### config.mk
export PLATFORM = sky130hd
export DESIGN_NAME = keypad_scanner_flat
export DESIGN_NICKNAME = d
export VERILOG_FILES = /design/src/rtl/keypad_if.sv /design/src/rtl/keypad_scanner.sv /design/src/flat_wrapper.sv
export SDC_FILE = /design/constraint.sdc
export NUM_CORES = 1
export LEC_CHECK = 0
export CAP_MARGIN = 20
export CORE_MARGIN = 2
export CORE_UTILIZATION = 35
export DETAILED_ROUTE_END_ITERATION = 16
export PLACE_DENSITY = 0.5
export SLEW_MARGIN = 20
export SYNTH_ARGS = -nofsm -noshare
export SYNTH_HDL_FRONTEND = slang
export SYNTH_SLANG_ARGS = --single-unit
### constraint.sdc
create_clock -name clk -period 29.4 [get_ports clk]
set_input_delay 7.35 -clock clk [delete_from_list [all_inputs] [get_ports clk]]
set_output_delay 7.35 -clock clk [all_outputs]
set_load 0.02 [all_outputs]
### src/rtl/keypad_if.sv
// -----------------------------------------------------------------------------
// keypad_if
//   Bundles the keypad matrix pins and the decoded-key outputs of the keypad
//   scanner into one connection.
//
//   Signals:
//     row_in    [3:0]  matrix rows, active-low; asynchronous to the scanner clock
//     col_out   [3:0]  column drive, active-low one-hot
//     key_code  [3:0]  code of the accepted key (row*4 + col)
//     key_valid        one-cycle pulse per accepted key (and per auto-repeat)
//     key_held         high from acceptance until debounced release
//
//   Modports:
//     master  the scanner: reads the rows, drives the columns and key outputs
//     slave   the board/consumer side: drives the rows, reads everything else
// -----------------------------------------------------------------------------
interface keypad_if;
   logic [3:0] row_in;
   logic [3:0] col_out;
   logic [3:0] key_code;
   logic       key_valid;
   logic       key_held;

   modport master (
      input  row_in,
      output col_out,
      output key_code,
      output key_valid,
      output key_held
   );

   modport slave (
      output row_in,
      input  col_out,
      input  key_code,
      input  key_valid,
      input  key_held
   );
endinterface

### src/rtl/keypad_scanner.sv
// -----------------------------------------------------------------------------
// keypad_scanner
//   Scans a 4x4 passive key matrix: one column is driven low at a time, the
//   rows are sampled at the end of each column slot, and once per full scan
//   the 16-key snapshot is reduced to a single candidate key (or none). The
//   candidate is debounced over whole scans and reported as a 4-bit code with
//   a one-cycle valid pulse and a held level.
//
//   Ports:
//     clk    system clock, rising edge
//     reset  synchronous, active-low reset
//     kp     keypad_if.master
//              row_in   (in)  rows, active-low, asynchronous
//              col_out  (out) active-low one-hot column drive
//              key_code (out) accepted key = row*4 + col, holds last value
//              key_valid(out) one-cycle pulse on acceptance
//              key_held (out) high until debounced release
//
//   Parameters:
//     SCAN_DIV        cycles each column is driven (>= 4)
//     DEBOUNCE_SCANS  identical full scans needed to accept a press/release (1..15)
//     REPEAT_SCANS    full scans between auto-repeat pulses
//
//   Build option:
//     KEYPAD_REPEAT_EN  when defined, a held key re-pulses key_valid every
//                       REPEAT_SCANS scans; when undefined there is no repeat
//                       logic and each accepted press pulses exactly once.
// -----------------------------------------------------------------------------
module keypad_scanner #(
   parameter int SCAN_DIV       = 4,
   parameter int DEBOUNCE_SCANS = 3,
   parameter int REPEAT_SCANS   = 8
) (
   input  logic     clk,
   input  logic     reset,
   keypad_if.master kp
);

   localparam int TW = (SCAN_DIV > 1) ? $clog2(SCAN_DIV) : 1;
   localparam logic [TW-1:0] TIMER_LAST = TW'(SCAN_DIV - 1);
   localparam logic [3:0]    DB_TARGET  = 4'(DEBOUNCE_SCANS);

   typedef enum logic [1:0] {
      IDLE     = 2'd0,
      PRESS_DB = 2'd1,
      HELD     = 2'd2,
      REL_DB   = 2'd3
   } state_t;

   // Out-of-range parameter combinations elaborate this (empty) marker block,
   // which makes a bad configuration easy to spot in the elaborated hierarchy.
   if (SCAN_DIV < 4 || DEBOUNCE_SCANS < 1 || DEBOUNCE_SCANS > 15 ||
       REPEAT_SCANS < 1) begin : g_illegal_parameters
   end

   // ------------------------------------------------------------------------
   // Registers
   // ------------------------------------------------------------------------
   logic [3:0]    row_meta_reg;
   logic [3:0]    row_sync_reg;

   logic [TW-1:0] timer_reg,     timer_next;
   logic [1:0]    col_idx_reg,   col_idx_next;
   logic [3:0]    col_reg,       col_next;

   state_t        state_reg,     state_next;
   logic          prev_none_reg, prev_none_next;
   logic [3:0]    prev_code_reg, prev_code_next;
   logic [3:0]    stable_reg,    stable_next;

   logic [3:0]    code_reg,      code_next;
   logic          valid_reg,     valid_next;
   logic          held_reg,      held_next;

   // ------------------------------------------------------------------------
   // Scan timing
   // ------------------------------------------------------------------------
   logic terminal;
   logic end_of_scan;

   assign terminal    = (timer_reg == TIMER_LAST);
   assign end_of_scan = terminal && (col_idx_reg == 2'd3);

   // ------------------------------------------------------------------------
   // Per-column snapshot. Each column slot keeps its own 4-bit capture of the
   // synchronized rows (inverted so 1 = pressed). scan_word is the snapshot
   // as it will look after this edge, so at end-of-scan it already contains
   // column 3's rows being captured on the same edge.
   // ------------------------------------------------------------------------
   logic [15:0] scan_word;

   for (genvar gi = 0; gi < 4; gi++) begin : g_col
      logic       capture;
      logic [3:0] col_snap_reg;

      assign capture = terminal && (col_idx_reg == 2'(gi));
      assign scan_word[gi*4 +: 4] = capture ? ~row_sync_reg : col_snap_reg;

      always_ff @(posedge clk) begin
         if (!reset) begin
            col_snap_reg <= 4'b0000;
         end else if (capture) begin
            col_snap_reg <= ~row_sync_reg;
         end
      end
   end

   // ------------------------------------------------------------------------
   // Candidate: exactly one pressed bit gives that key; zero or several
   // (multi-press, ghosting) give NONE. Snapshot bit index is col*4+row while
   // the key code is row*4+col, so the two 2-bit halves swap.
   // ------------------------------------------------------------------------
   logic [4:0] ones_cnt;
   logic [3:0] hit_idx;
   logic       cand_none;
   logic [3:0] cand_code;

   always_comb begin
      ones_cnt = 5'd0;
      hit_idx  = 4'd0;
      for (int i = 0; i < 16; i++) begin
         if (scan_word[i]) begin
            ones_cnt = ones_cnt + 5'd1;
            hit_idx  = 4'(i);
         end
      end
   end

   assign cand_none = (ones_cnt != 5'd1);
   assign cand_code = {hit_idx[1:0], hit_idx[3:2]};

   // ------------------------------------------------------------------------
   // Stability of the candidate across scans, saturating at the debounce
   // target. A NONE candidate matches a previous NONE regardless of code.
   // ------------------------------------------------------------------------
   logic       cand_same;
   logic [3:0] stable_scan;
   logic       stable_done;
   logic       cand_is_latched;

   assign cand_same   = (cand_none == prev_none_reg) &&
                        (cand_none || (cand_code == prev_code_reg));
   assign stable_scan = !cand_same                ? 4'd1 :
                        (stable_reg < DB_TARGET)  ? stable_reg + 4'd1 :
                                                    stable_reg;
   assign stable_done     = (stable_scan == DB_TARGET);
   assign cand_is_latched = !cand_none && (cand_code == code_reg);

`ifdef KEYPAD_REPEAT_EN
   localparam int RW = (REPEAT_SCANS > 1) ? $clog2(REPEAT_SCANS) : 1;
   localparam logic [RW-1:0] RPT_LAST = RW'(REPEAT_SCANS - 1);
   logic [RW-1:0] rpt_reg, rpt_next;
`endif

   // ------------------------------------------------------------------------
   // Next-state logic: column timer, debounce bookkeeping and key FSM.
   // ------------------------------------------------------------------------
   always_comb begin
      timer_next     = timer_reg;
      col_idx_next   = col_idx_reg;
      col_next       = col_reg;
      state_next     = state_reg;
      prev_none_next = prev_none_reg;
      prev_code_next = prev_code_reg;
      stable_next    = stable_reg;
      code_next      = code_reg;
      valid_next     = 1'b0;
      held_next      = held_reg;
`ifdef KEYPAD_REPEAT_EN
      rpt_next       = rpt_reg;
`endif

      if (terminal) begin
         timer_next   = '0;
         col_idx_next = col_idx_reg + 2'd1;
         // Rotate the single low bit upward: 1110 -> 1101 -> 1011 -> 0111 -> 1110.
         col_next     = {col_reg[2:0], col_reg[3]};
      end else begin
         timer_next   = timer_reg + TW'(1);
      end

      if (end_of_scan) begin
         prev_none_next = cand_none;
         prev_code_next = cand_code;
         stable_next    = stable_scan;

         unique case (state_reg)
            IDLE: begin
               if (!cand_none) begin
                  state_next = PRESS_DB;
               end
            end

            PRESS_DB: begin
               if (cand_none) begin
                  state_next = IDLE;
               end else if (stable_done) begin
                  state_next = HELD;
                  code_next  = cand_code;
                  valid_next = 1'b1;
                  held_next  = 1'b1;
               end
            end

            HELD: begin
               if (!cand_is_latched) begin
                  state_next = REL_DB;
               end
            end

            REL_DB: begin
               if (cand_is_latched) begin
                  // Bounce back to the same key: resume holding, no new pulse.
                  state_next = HELD;
               end else if (stable_done) begin
                  if (cand_none) begin
                     state_next = IDLE;
                     held_next  = 1'b0;
                  end else begin
                     // Rolled over to a different key without a clean release.
                     state_next = HELD;
                     code_next  = cand_code;
                     valid_next = 1'b1;
                  end
               end
            end

            default: begin
               state_next = IDLE;
            end
         endcase

`ifdef KEYPAD_REPEAT_EN
         // Counts only scans spent continuously in HELD; entering or leaving
         // HELD restarts the count.
         if (state_reg == HELD && state_next == HELD) begin
            if (rpt_reg == RPT_LAST) begin
               rpt_next   = '0;
               valid_next = 1'b1;
            end else begin
               rpt_next   = rpt_reg + RW'(1);
            end
         end else begin
            rpt_next = '0;
         end
`endif
      end
   end

   // ------------------------------------------------------------------------
   // State registers
   // ------------------------------------------------------------------------
   always_ff @(posedge clk) begin
      if (!reset) begin
         row_meta_reg  <= 4'b1111;
         row_sync_reg  <= 4'b1111;
         timer_reg     <= '0;
         col_idx_reg   <= 2'd0;
         col_reg       <= 4'b1110;
         state_reg     <= IDLE;
         prev_none_reg <= 1'b1;
         prev_code_reg <= 4'd0;
         stable_reg    <= 4'd0;
         code_reg      <= 4'd0;
         valid_reg     <= 1'b0;
         held_reg      <= 1'b0;
`ifdef KEYPAD_REPEAT_EN
         rpt_reg       <= '0;
`endif
      end else begin
         row_meta_reg  <= kp.row_in;
         row_sync_reg  <= row_meta_reg;
         timer_reg     <= timer_next;
         col_idx_reg   <= col_idx_next;
         col_reg       <= col_next;
         state_reg     <= state_next;
         prev_none_reg <= prev_none_next;
         prev_code_reg <= prev_code_next;
         stable_reg    <= stable_next;
         code_reg      <= code_next;
         valid_reg     <= valid_next;
         held_reg      <= held_next;
`ifdef KEYPAD_REPEAT_EN
         rpt_reg       <= rpt_next;
`endif
      end
   end

   assign kp.col_out   = col_reg;
   assign kp.key_code  = code_reg;
   assign kp.key_valid = valid_reg;
   assign kp.key_held  = held_reg;

endmodule

### src/flat_wrapper.sv
// flat-port wrapper written by rule: the top's interface ports become plain ports
module keypad_scanner_flat 
#(
   parameter int SCAN_DIV       = 4,
   parameter int DEBOUNCE_SCANS = 3,
   parameter int REPEAT_SCANS   = 8
)
  (clk, reset, kp_row_in, kp_col_out, kp_key_code, kp_key_valid, kp_key_held);
  keypad_if kp_i ();
  input  logic clk;
  input  logic reset;
  input wire logic [$bits(kp_i.row_in)-1:0] kp_row_in;
  output wire logic [$bits(kp_i.col_out)-1:0] kp_col_out;
  output wire logic [$bits(kp_i.key_code)-1:0] kp_key_code;
  output wire logic [$bits(kp_i.key_valid)-1:0] kp_key_valid;
  output wire logic [$bits(kp_i.key_held)-1:0] kp_key_held;
  assign kp_i.row_in = kp_row_in;
  assign kp_col_out = kp_i.col_out;
  assign kp_key_code = kp_i.key_code;
  assign kp_key_valid = kp_i.key_valid;
  assign kp_key_held = kp_i.key_held;
  keypad_scanner #(.SCAN_DIV(SCAN_DIV), .DEBOUNCE_SCANS(DEBOUNCE_SCANS), .REPEAT_SCANS(REPEAT_SCANS)) u_core (.clk(clk), .reset(reset), .kp(kp_i));
endmodule
## After elaboration in Yosys (flattened, before gate mapping)

Cells that the tools add are included.

- Reduce and logical (&&, ||, !) cells: 16
- Order comparisons: 1
- Bitwise gates (word level): 2
- Eq/ne operators: 22
- Muxes and demuxes: 63
- Add/sub/neg operators: 18

Operators with widths:

| kind | count |
|---|---|
| $mux W4 | 19 |
| $mux W5 | 15 |
| $add A5 B1 Y5 const B | 14 |
| $mux W2 | 9 |
| $reduce_and A7 Y1 | 2 |
| $mux W1 | 12 |
| $mux W3 | 4 |
| $eq A2 B2 Y1 const B | 5 |
| $ne A2 B2 Y1 const B | 5 |
| $eq A4 B4 Y1 | 2 |
| $pmux W2 S4 | 1 |
| $pmux W4 S2 | 1 |
| $logic_and A1 B1 Y1 | 6 |
| $ne A2 B1 Y1 const B | 3 |
| $ne A3 B1 Y1 const B | 2 |
| $ne A5 B1 Y1 const B | 1 |
| $reduce_and A5 Y1 | 1 |
| $add A2 B1 Y2 const B | 2 |
| $add A4 B1 Y4 const B | 1 |
| $eq A2 B1 Y1 const B | 2 |
| $eq A4 B2 Y1 const B | 1 |
| $logic_not A2 Y1 | 2 |
| $lt A4 B2 Y1 const B | 1 |
| $not A4 Y4 | 1 |
| 9 further kinds | 10 |

- Bits of input ports: 6
- Register bits after elaboration: 49
- Output and inout bits: 10
- Logic and storage cells: 138

## Longest topological paths before layout

Gate-level depths: netlist of run 1.

- Depth in word-level cells: 42
- Gate-level depth with buffers: 58

## Worst setup path before layout of run 1

OpenSTA, ideal clock, no wires.

- Kind: register to register
- Start point: reg u_core.col_idx_reg[0]
- End point: reg u_core.state_reg[0]
- Path buffers: 0
- Arrival time: 9.871 ns
- Data required time: 29.335 ns
- Period minus slack after synthesis: 9.936 ns
- Stages on the path, launching flop included: 59
- Slack: 19.464 ns
- Library setup time: 0.065 ns
- Cells stage by stage: dfxtp_1 -> inv_1 -> ha_1 -> nand2_1 -> nor2_1 -> a21oi_1 -> ha_1 -> xnor2_2 -> inv_1 -> ha_1 -> nand2_1 -> nand2_1 -> ha_1 -> nor2_1 -> a31oi_1 -> ha_1 -> a21oi_1 -> a211oi_2 -> [23 not listed] -> nand2_1 -> a21o_1 -> ha_1 -> nor2_1 -> nor2_1 -> ha_1 -> and2_1 -> nand3_1 -> a21oi_1 -> a31oi_1 -> o31a_1 -> o21ai_0 -> mux2i_1 -> nor2_1 -> mux2i_4 -> mux2_4 -> a22o_1 -> nor2_1

- Word-level cells in the longest chain between the ends: 41
- Elaborated cells on any way between the ends: 76
- Those cells by class: add/sub: 15; eq/ne: 12; mux: 39; reduce/logical: 10

Ends and longest elaborated chain:

| item | line | RTL |
|---|---|---|
| from (decl) | keypad_scanner.sv:63 | `logic [1:0] col_idx_reg, col_idx_next;` |
| from (signal assigned) | keypad_scanner.sv:274 | `col_idx_reg <= col_idx_next;` |
| $logic_not A2 Y1 | keypad_scanner.sv:96 | `assign capture = terminal && (col_idx_reg == 2'(gi));` |
| $logic_and A1 B1 Y1 | keypad_scanner.sv:96 |  |
| $mux W4 | keypad_scanner.sv:97 | `assign scan_word[gi*4 +: 4] = capture ? ~row_sync_reg : col_snap_reg;` |
| $mux W1 | keypad_scanner.sv:122 | `if (scan_word[i]) begin` |
| $add A1 B1 Y2 | keypad_scanner.sv:123 | `ones_cnt = ones_cnt + 5'd1;` |
| $mux W5 | keypad_scanner.sv:122 |  |
| $add A5 B1 Y5 | keypad_scanner.sv:123 |  |
| $mux W5 | keypad_scanner.sv:122 |  |
| [25 not listed] | n/a |  |
| $mux W5 | keypad_scanner.sv:122 |  |
| $ne A5 B1 Y1 | keypad_scanner.sv:129 | `assign cand_none = (ones_cnt != 5'd1);` |
| $eq A1 B1 Y1 or $logic_or A1 B1 Y1 (tied branches) | keypad_scanner.sv:141, keypad_scanner.sv:142 |  |
| $logic_and A1 B1 Y1 | keypad_scanner.sv:141 | `assign cand_same = (cand_none == prev_none_reg) &&` |
| $mux W4 | keypad_scanner.sv:143 | `assign stable_scan = !cand_same ? 4'd1 :` |
| $eq A4 B2 Y1 | keypad_scanner.sv:146 | `assign stable_done = (stable_scan == DB_TARGET);` |
| $ne A3 B1 Y1 (no source line) | n/a |  |
| $reduce_and A5 Y1 (no source line) | n/a |  |
| to (signal assigned) | keypad_scanner.sv:276 | `state_reg <= state_next;` |
| to (decl) | keypad_scanner.sv:66 | `state_t state_reg, state_next;` |

Several ways; a longest one is shown, not always the timed one.
A chain may end at the register's enable or synchronous reset.

## Final worst setup path of run 1

- Start point: reg u_core.col_idx_reg[0]
- End point: reg u_core.stable_reg[2]

- Word-level cells in the longest chain between the ends: 38
- Elaborated cells on any way between the ends: 64
- Those cells by class: add/sub: 15; eq/ne: 6; mux: 36; reduce/logical: 7

Ends and longest elaborated chain:

| item | line | RTL |
|---|---|---|
| $logic_not A2 Y1 | keypad_scanner.sv:96 |  |
| $logic_and A1 B1 Y1 | keypad_scanner.sv:96 |  |
| $mux W4 | keypad_scanner.sv:97 |  |
| $mux W1 | keypad_scanner.sv:122 |  |
| $add A1 B1 Y2 | keypad_scanner.sv:123 |  |
| $mux W5 | keypad_scanner.sv:122 |  |
| $add A5 B1 Y5 | keypad_scanner.sv:123 |  |
| $mux W5 | keypad_scanner.sv:122 |  |
| [22 not listed] | n/a |  |
| $add A5 B1 Y5 | keypad_scanner.sv:123 |  |
| $mux W5 | keypad_scanner.sv:122 |  |
| $add A5 B1 Y5 | keypad_scanner.sv:123 |  |
| $mux W5 | keypad_scanner.sv:122 |  |
| $ne A5 B1 Y1 | keypad_scanner.sv:129 |  |
| $eq A1 B1 Y1 or $logic_or A1 B1 Y1 (tied branches) | keypad_scanner.sv:141, keypad_scanner.sv:142 |  |
| $logic_and A1 B1 Y1 | keypad_scanner.sv:141 |  |
| $mux W4 | keypad_scanner.sv:143 |  |
| to (signal assigned) | keypad_scanner.sv:279 | `stable_reg <= stable_next;` |
| to (decl) | keypad_scanner.sv:69 | `logic [3:0] stable_reg, stable_next;` |

Several ways; a longest one is shown, not always the timed one.

==> flow_metrics.py, run 1 <==
metrics = {
    "place": {
        "port_buffers": 15,
        "pre_cts_ws_ps": 18360,
        "post-dp-hpwl_um": 6890,
        "place_congestion": 0.783,
    },
    "synthesis": {
        "yosysMostFrequentCell": "nor2_1",
        "synth_area_leaders": "dfxtp_1 (25%), xnor2_1 (6.4%), ha_1 (6.3%)",
        "ys.flop_type": "dfxtp_1",
        "synth_common_cells": "nor2_1 (62), dfxtp_1 (49), nand2_1 (29), xnor2_1 (29)",
        "ys_ff_latch": 49,
        "ys_types": 83,
        "synth_area_um2": 3980,
        "avgSynthCellArea_um2": 8.56,
        "synth.net_count": 491,
        "synth.largest_area_cell": "dfxtp_1",
        "yosysWarnings": 0,
        "synth-edff-count": 0,
        "ys_seq_area_share_pct": 24.6,
        "yosysTopAreaCellShare_pct": 24.6,
        "synth_cells": 465,
        "synthArstFlopShare_pct": 0,
    },
    "hold_path": {
        "holdPathStages": 1,
        "min_to": "u_core.row_sync_reg[3]",
        "hp-start": "u_core.row_meta_reg[3]",
        "hp-class": "flop to flop",
    },
    "cts": {
        "clock-sinks": 49,
        "cts_made_buffers": 5,
        "clkTransAtPathRegs_ps": 70,
        "clock_latency_ps": 290,
        "cts_tree": "done",
        "htree_num_levels": 2,
        "postCtsSetupBuffers": 0,
        "hold_buffers": 0,
        "clock-root-buffer": "clkbuf_16",
        "clockBufferDepth": 2,
        "ctsResizeCount": 0,
    },
    "setup_path": {
        "crit_type": "flop to flop",
        "r2r-end": "u_core.stable_reg[2]",
        "start_kind": "flop",
        "end_kind": "flop",
        "critPathMaxStageDelay_ps": 400,
        "critical_path_arrival_ps": 11250,
        "rr_startpoint": "u_core.col_idx_reg[0]",
        "crit_required_ps": 29570,
        "crit_slowest_cell": "dfxtp_1",
        "critPathMaxFanout": 7,
        "cp_common_cell": "ha_1",
        "reg2reg_slack_ps": 18320,
        "reg2reg_depth": 58,
    },
    "drt": {
        "via_per_inst": 5.24,
        "drcViolationCount": 0,
        "routedWlPerCell_um": 14.6,
        "route.vias.total": 3199,
        "dr.pass1.iters": 4,
        "ant_nets": 0,
        "drtIter0Drc": 81,
        "wirelength_um": 8930,
    },
    "power": {
        "p_int_mw": 0.120,
        "p_leak_nw": 1.82,
        "power.density_nw_per_um2": 39.3,
        "switching_share_pct": 30.1,
        "p_comb_share_pct": 27.0,
        "irDropWorstVdd_v": 0.0000299,
        "power_frac_seq_pct": 40.3,
        "power_switching_mw": 0.0517,
        "pwr-share-clk_pct": 32.7,
    },
    "floorplanning": {
        "io_pins": 16,
        "start_util_pct": 36.3,
        "die_y_um": 111,
        "rows": 38,
        "die_area_um2": 12200,
        "die_w_um": 111,
        "core_area_um2": 11000,
    },
    "sta": {
        "fin_crit_sh_pct": 37.7,
        "fin_skew_ps": 4.13,
        "rsz0062_at_grt": "false",
        "fin_hold_ws_ps": 406,
        "timing.slew.headroom_pct": 45.0,
        "finalMaxSlewViolations": 0,
        "hold_viol_final": 0,
        "finalSetupViolCount": 0,
        "worst_slew_pin_slew_ps": 823,
        "worst_slack_ps": 18320,
        "fmaxAchievable_mhz": 90.3,
        "period_minus_slack_ps": 11080,
        "setup_tns_ps": 0,
    },
    "grt": {
        "grt_first_pass_wirelength_um": 15400,
        "grt_start_max_net_pins": 39,
        "grt_pass1_vias": 3121,
        "grtUsageTotal_pct": 14.9,
        "grt.overflow.total": 0,
        "antenna_found_initial": 0,
    },
    "finish": {
        "nets": 495,
        "antenna_cells": 0,
        "syn2layout_area_growth_pct": 9.80,
        "layout-drive-gt1-share_pct": 8.94,
        "largest_reg_flops": 16,
    },
    "flow_run": {
        "cap_violations": 0,
    },
    "outcome": {
        "outcome": "complete, no violations",
    },
}
## area by class of cell
type                            count  area [um^2]
Clock buffer                        5          125
Clock inverter                      3         22.5
Fill cell                        1108         6610
Inverter                           13         48.8
Multi-Input combinational cell    384         2860
Sequential cell                    49          981
Tap cell                          140          175
Timing Repair Buffer               16          158
## cell families (layout without fill, tap and decap cells)
logic type / Yosys count / in the layout / synth area share [%]
flip-flops: 49 / 49 / 24.6
AND/OR/NAND/NOR: 183 / 183 / 24.2
multiplexers: 19 / 19 / 5.31
buffers and inverters: 32 / 37 / 3.49
adder cells (fa/ha/maj): 20 / 20 / 6.28
XOR/XNOR: 54 / 54 / 16.7
AO/OA/AOI/OAI: 108 / 108 / 19.4
## metal layers
layer  vias to the layer above  part of all wire, %  wire length (um)  GRT usage (%)
met1                      1484                   54              4810           21.3
met5                         -                    0                 0              0
met2                        40                   44              3910           24.7
li1                       1669                    -                 -              -
met3                         6                  1.5               131           1.26
met4                         0                 0.78                70           2.58
## per-stage QoR
stage               instances  cell area [um^2]  utilization, %  power [mW]
floorplan                 465              3980               -       0.108
global route              610              4370            39.8       0.182
global placement          602              4230            38.5       0.116
detailed placement        602              4230            38.5       0.117
finish                    610              4370            39.8       0.172
CTS                       610              4370            39.8       0.174
## cells in the final DEF, fill, tap and decap left out, types with 7 or more instances in the layout
cell,n
a31oi_1,15
nand3_1,15
xor2_1,10
o21ai_0,12
nor2_1,62
mux2i_1,14
xnor3_1,7
ha_1,20
xnor2_1,29
nand2b_1,11
clkdlybuf4s50_1,15
a21oi_1,20
and2_1,11
nor3_1,8
o21ai_1,9
inv_1,12
dfxtp_1,49
nand2_1,29
## power groups by stage
stage               sequential, mW  combinational [mW]  clock [mW]
finish                      0.0692              0.0463      0.0562
global route                0.0694              0.0527      0.0602
CTS                         0.0692              0.0467      0.0581
detailed placement          0.0707              0.0464           0
global placement            0.0707              0.0456           0
floorplan                   0.0702              0.0378           0
## worst max path at each step
stage                           from                   end  slack [ps]  cells after the start
6_report       u_core.col_idx_reg[0]  u_core.stable_reg[2]       18320                     58
5_1_grt        u_core.col_idx_reg[0]   u_core.state_reg[0]       17190                     58
4_1_cts        u_core.col_idx_reg[0]  u_core.stable_reg[2]       18310                     58
3_5_place_dp   u_core.col_idx_reg[0]  u_core.stable_reg[2]       18360                     58
3_3_place_gp   u_core.col_idx_reg[0]  u_core.stable_reg[3]       18550                     58
2_1_floorplan  u_core.col_idx_reg[0]   u_core.state_reg[0]       19460                     58
## critical path, delay by kind of cell (launching register included)
family / cells / cell delay [ps]
AOI/OAI and AO/OA: 18 / 2660
buffers and inverters: 3 / 290
xor gates and xnor gates: 1 / 310
muxes: 5 / 1410
DFF: 1 / 400
and+or+nand+nor: 16 / 1590
adders and majority gates: 15 / 4270
(Power assumes the default switching activity.)
==> run 2: changes to the inputs <==
==> constraint.sdc (replaced) <==
create_clock -name clk -period 10.9 [get_ports clk]
set_input_delay 2.725 -clock clk [delete_from_list [all_inputs] [get_ports clk]]
set_output_delay 2.725 -clock clk [all_outputs]
set_load 0.02 [all_outputs]
==> run 2 against run 1 <==
Fmax rose by 8.5%. Global-route usage rose by 0.32 points. Combinational power rose to 2.9 times the previous value. Non-clock buffer count rose by 7. Clock skew rose by 1.9 ps. Critical endpoint is now u_core.state_reg[0]. Sequential share of layout area fell by 0.76 points. Highest routed layer unchanged. Register-to-register slack got worse by 18000 ps.
==> flow_metrics.py, run 2 (synthesis results as in run 1) <==
metrics = {
    "hold_path": {
        "hp-start": "u_core.row_meta_reg[2]",
        "holdPathStages": 1,
        "min_to": "u_core.row_sync_reg[2]",
        "hp-class": "flop to flop",
    },
    "setup_path": {
        "start_kind": "flop",
        "reg2reg_depth": 58,
        "critPathMaxFanout": 7,
        "reg2reg_slack_ps": 700,
        "crit_type": "flop to flop",
        "crit_required_ps": 11130,
        "crit_slowest_cell": "dfxtp_1",
        "critPathMaxStageDelay_ps": 380,
        "cp_common_cell": "ha_1",
        "r2r-end": "u_core.state_reg[0]",
        "rr_startpoint": "u_core.col_idx_reg[1]",
        "end_kind": "flop",
        "critical_path_arrival_ps": 10430,
    },
    "flow_run": {
        "cap_violations": 0,
    },
    "drt": {
        "route.vias.total": 3250,
        "dr.pass1.iters": 4,
        "drcViolationCount": 0,
        "via_per_inst": 5.27,
        "routedWlPerCell_um": 14.7,
        "wirelength_um": 9100,
        "drtIter0Drc": 120,
        "ant_nets": 0,
    },
    "finish": {
        "largest_reg_flops": 16,
        "nets": 502,
        "final_common_cell": "nor2_1",
        "syn2layout_area_growth_pct": 13.8,
        "antenna_cells": 0,
        "layout_common_cells": "nor2_1 (61), dfxtp_1 (48), xnor2_1 (29)",
        "layout-drive-gt1-share_pct": 13.0,
    },
    "cts": {
        "htree_num_levels": 2,
        "hold_buffers": 0,
        "clock-root-buffer": "clkbuf_16",
        "clkTransAtPathRegs_ps": 60,
        "clockBufferDepth": 2,
        "cts_made_buffers": 5,
        "clock_latency_ps": 290,
        "cts_tree": "done",
        "clock-sinks": 49,
    },
    "sta": {
        "rsz0062_at_grt": "false",
        "timing.slew.headroom_pct": 50.1,
        "period_minus_slack_ps": 10200,
        "fin_crit_sh_pct": 93.6,
        "fmaxAchievable_mhz": 98.0,
        "fin_skew_ps": 6.06,
        "finalMaxSlewViolations": 0,
        "worst_slew_pin_slew_ps": 744,
        "setup_tns_ps": 0,
        "hold_viol_final": 0,
        "finalSetupViolCount": 0,
    },
    "grt": {
        "grt_first_pass_wirelength_um": 15600,
        "antenna_found_initial": 0,
        "grt_pass1_vias": 3108,
        "grt.overflow.total": 0,
        "grtUsageTotal_pct": 15.2,
        "grt_start_max_net_pins": 29,
    },
    "outcome": {
        "outcome": "complete, no violations",
    },
    "power": {
        "irDropWorstVdd_v": 0.000110,
        "power.density_nw_per_um2": 111,
        "power_mw": 0.502,
        "p_leak_nw": 1.89,
    },
    "floorplanning": {
        "die_area_um2": 12200,
        "io_pins": 16,
        "start_util_pct": 36.3,
        "core_area_um2": 11000,
        "die_y_um": 111,
        "rows": 38,
        "die_w_um": 111,
    },
    "place": {
        "post-dp-hpwl_um": 6930,
        "place_congestion": 0.814,
        "port_buffers": 15,
    },
}
## run 2: cell count changes in the layout (fill, tap and decap cells not counted), moves of 2 or more
cell,delta
o21ai_1,-2
buf_4,+7
ha_1,-3
clkinvlp_4,-3
ha_4,+3
a21oi_2,+3
a21oi_1,-3
nand2_1,-2
## run 2: worst max path at each step
| stage | cells after the start | to | startpoint |
|---|---|---|---|
| 3_5_place_dp | 58 | u_core.state_reg[0] | u_core.col_idx_reg[0] |
| 6_report | 58 | u_core.state_reg[0] | u_core.col_idx_reg[1] |
| 2_1_floorplan | 58 | u_core.state_reg[0] | u_core.col_idx_reg[0] |
| 3_3_place_gp | 58 | u_core.state_reg[0] | u_core.col_idx_reg[0] |
| 5_1_grt | 58 | u_core.state_reg[0] | u_core.col_idx_reg[1] |
| 4_1_cts | 58 | u_core.state_reg[0] | u_core.col_idx_reg[0] |
## run 2: worst max-delay path, delay by kind of cell (launching register included)
family | cells | cell delay [ps]
AOI/OAI and AO/OA | 18 | 2480
xor gates and xnor gates | 1 | 160
adders and majority gates | 15 | 4010
buffers and inverters | 3 | 280
DFF | 1 | 380
muxes | 5 | 1340
and+or+nand+nor | 16 | 1510
## run 2: through the flow
step | hold WS [ps] | setup WS [ps] | util (%) | cells | area (um^2)
after floorplan | 386 | 964 | - | 465 | 3980
after global placement | 390 | 283 | 38.6 | 604 | 4240
after detailed placement | 394 | 1.30 | 38.6 | 604 | 4240
after CTS | 402 | 26.1 | 40.3 | 613 | 4420
after global routing | 424 | 8.41 | 41.3 | 617 | 4530
final | 399 | 695 | 41.3 | 617 | 4530
## run 2: area by class of cell
cell class | instances | area, um^2
Timing Repair Buffer | 23 | 210
Sequential cell | 49 | 982
Multi-Input combinational cell | 384 | 2940
Clock inverter | 1 | 30.0
Tap cell | 140 | 175
Clock buffer | 7 | 143
Inverter | 13 | 48.8
Fill cell | 1096 | 6450
## run 2: layer usage
layer  global-route usage [%]  wire length (um)  share of wire [%]
met1                     21.8              4760                 52
met2                     24.3              4010                 44
met3                     1.75               173                1.9
met4                     3.83               149                1.6
met5                        0                 0                  0
## run 2: repair_timing
item / in CTS / in global routing
setup buffers: 1 / 4
pin swaps: 1 / 4
endpoints found under the setup margin: 4 / 13
gates resized for setup: 1 / 17
gates cloned: 0 / 0
## run 2: where the power goes
part	leakage (nW)	internal, mW	switching (mW)	total [mW]
logic	1.41	0.0643	0.0721	0.136
clock network	0.0841	0.115	0.0647	0.179
registers	0.398	0.183	0.00368	0.187
total	1.89	0.362	0.141	0.502
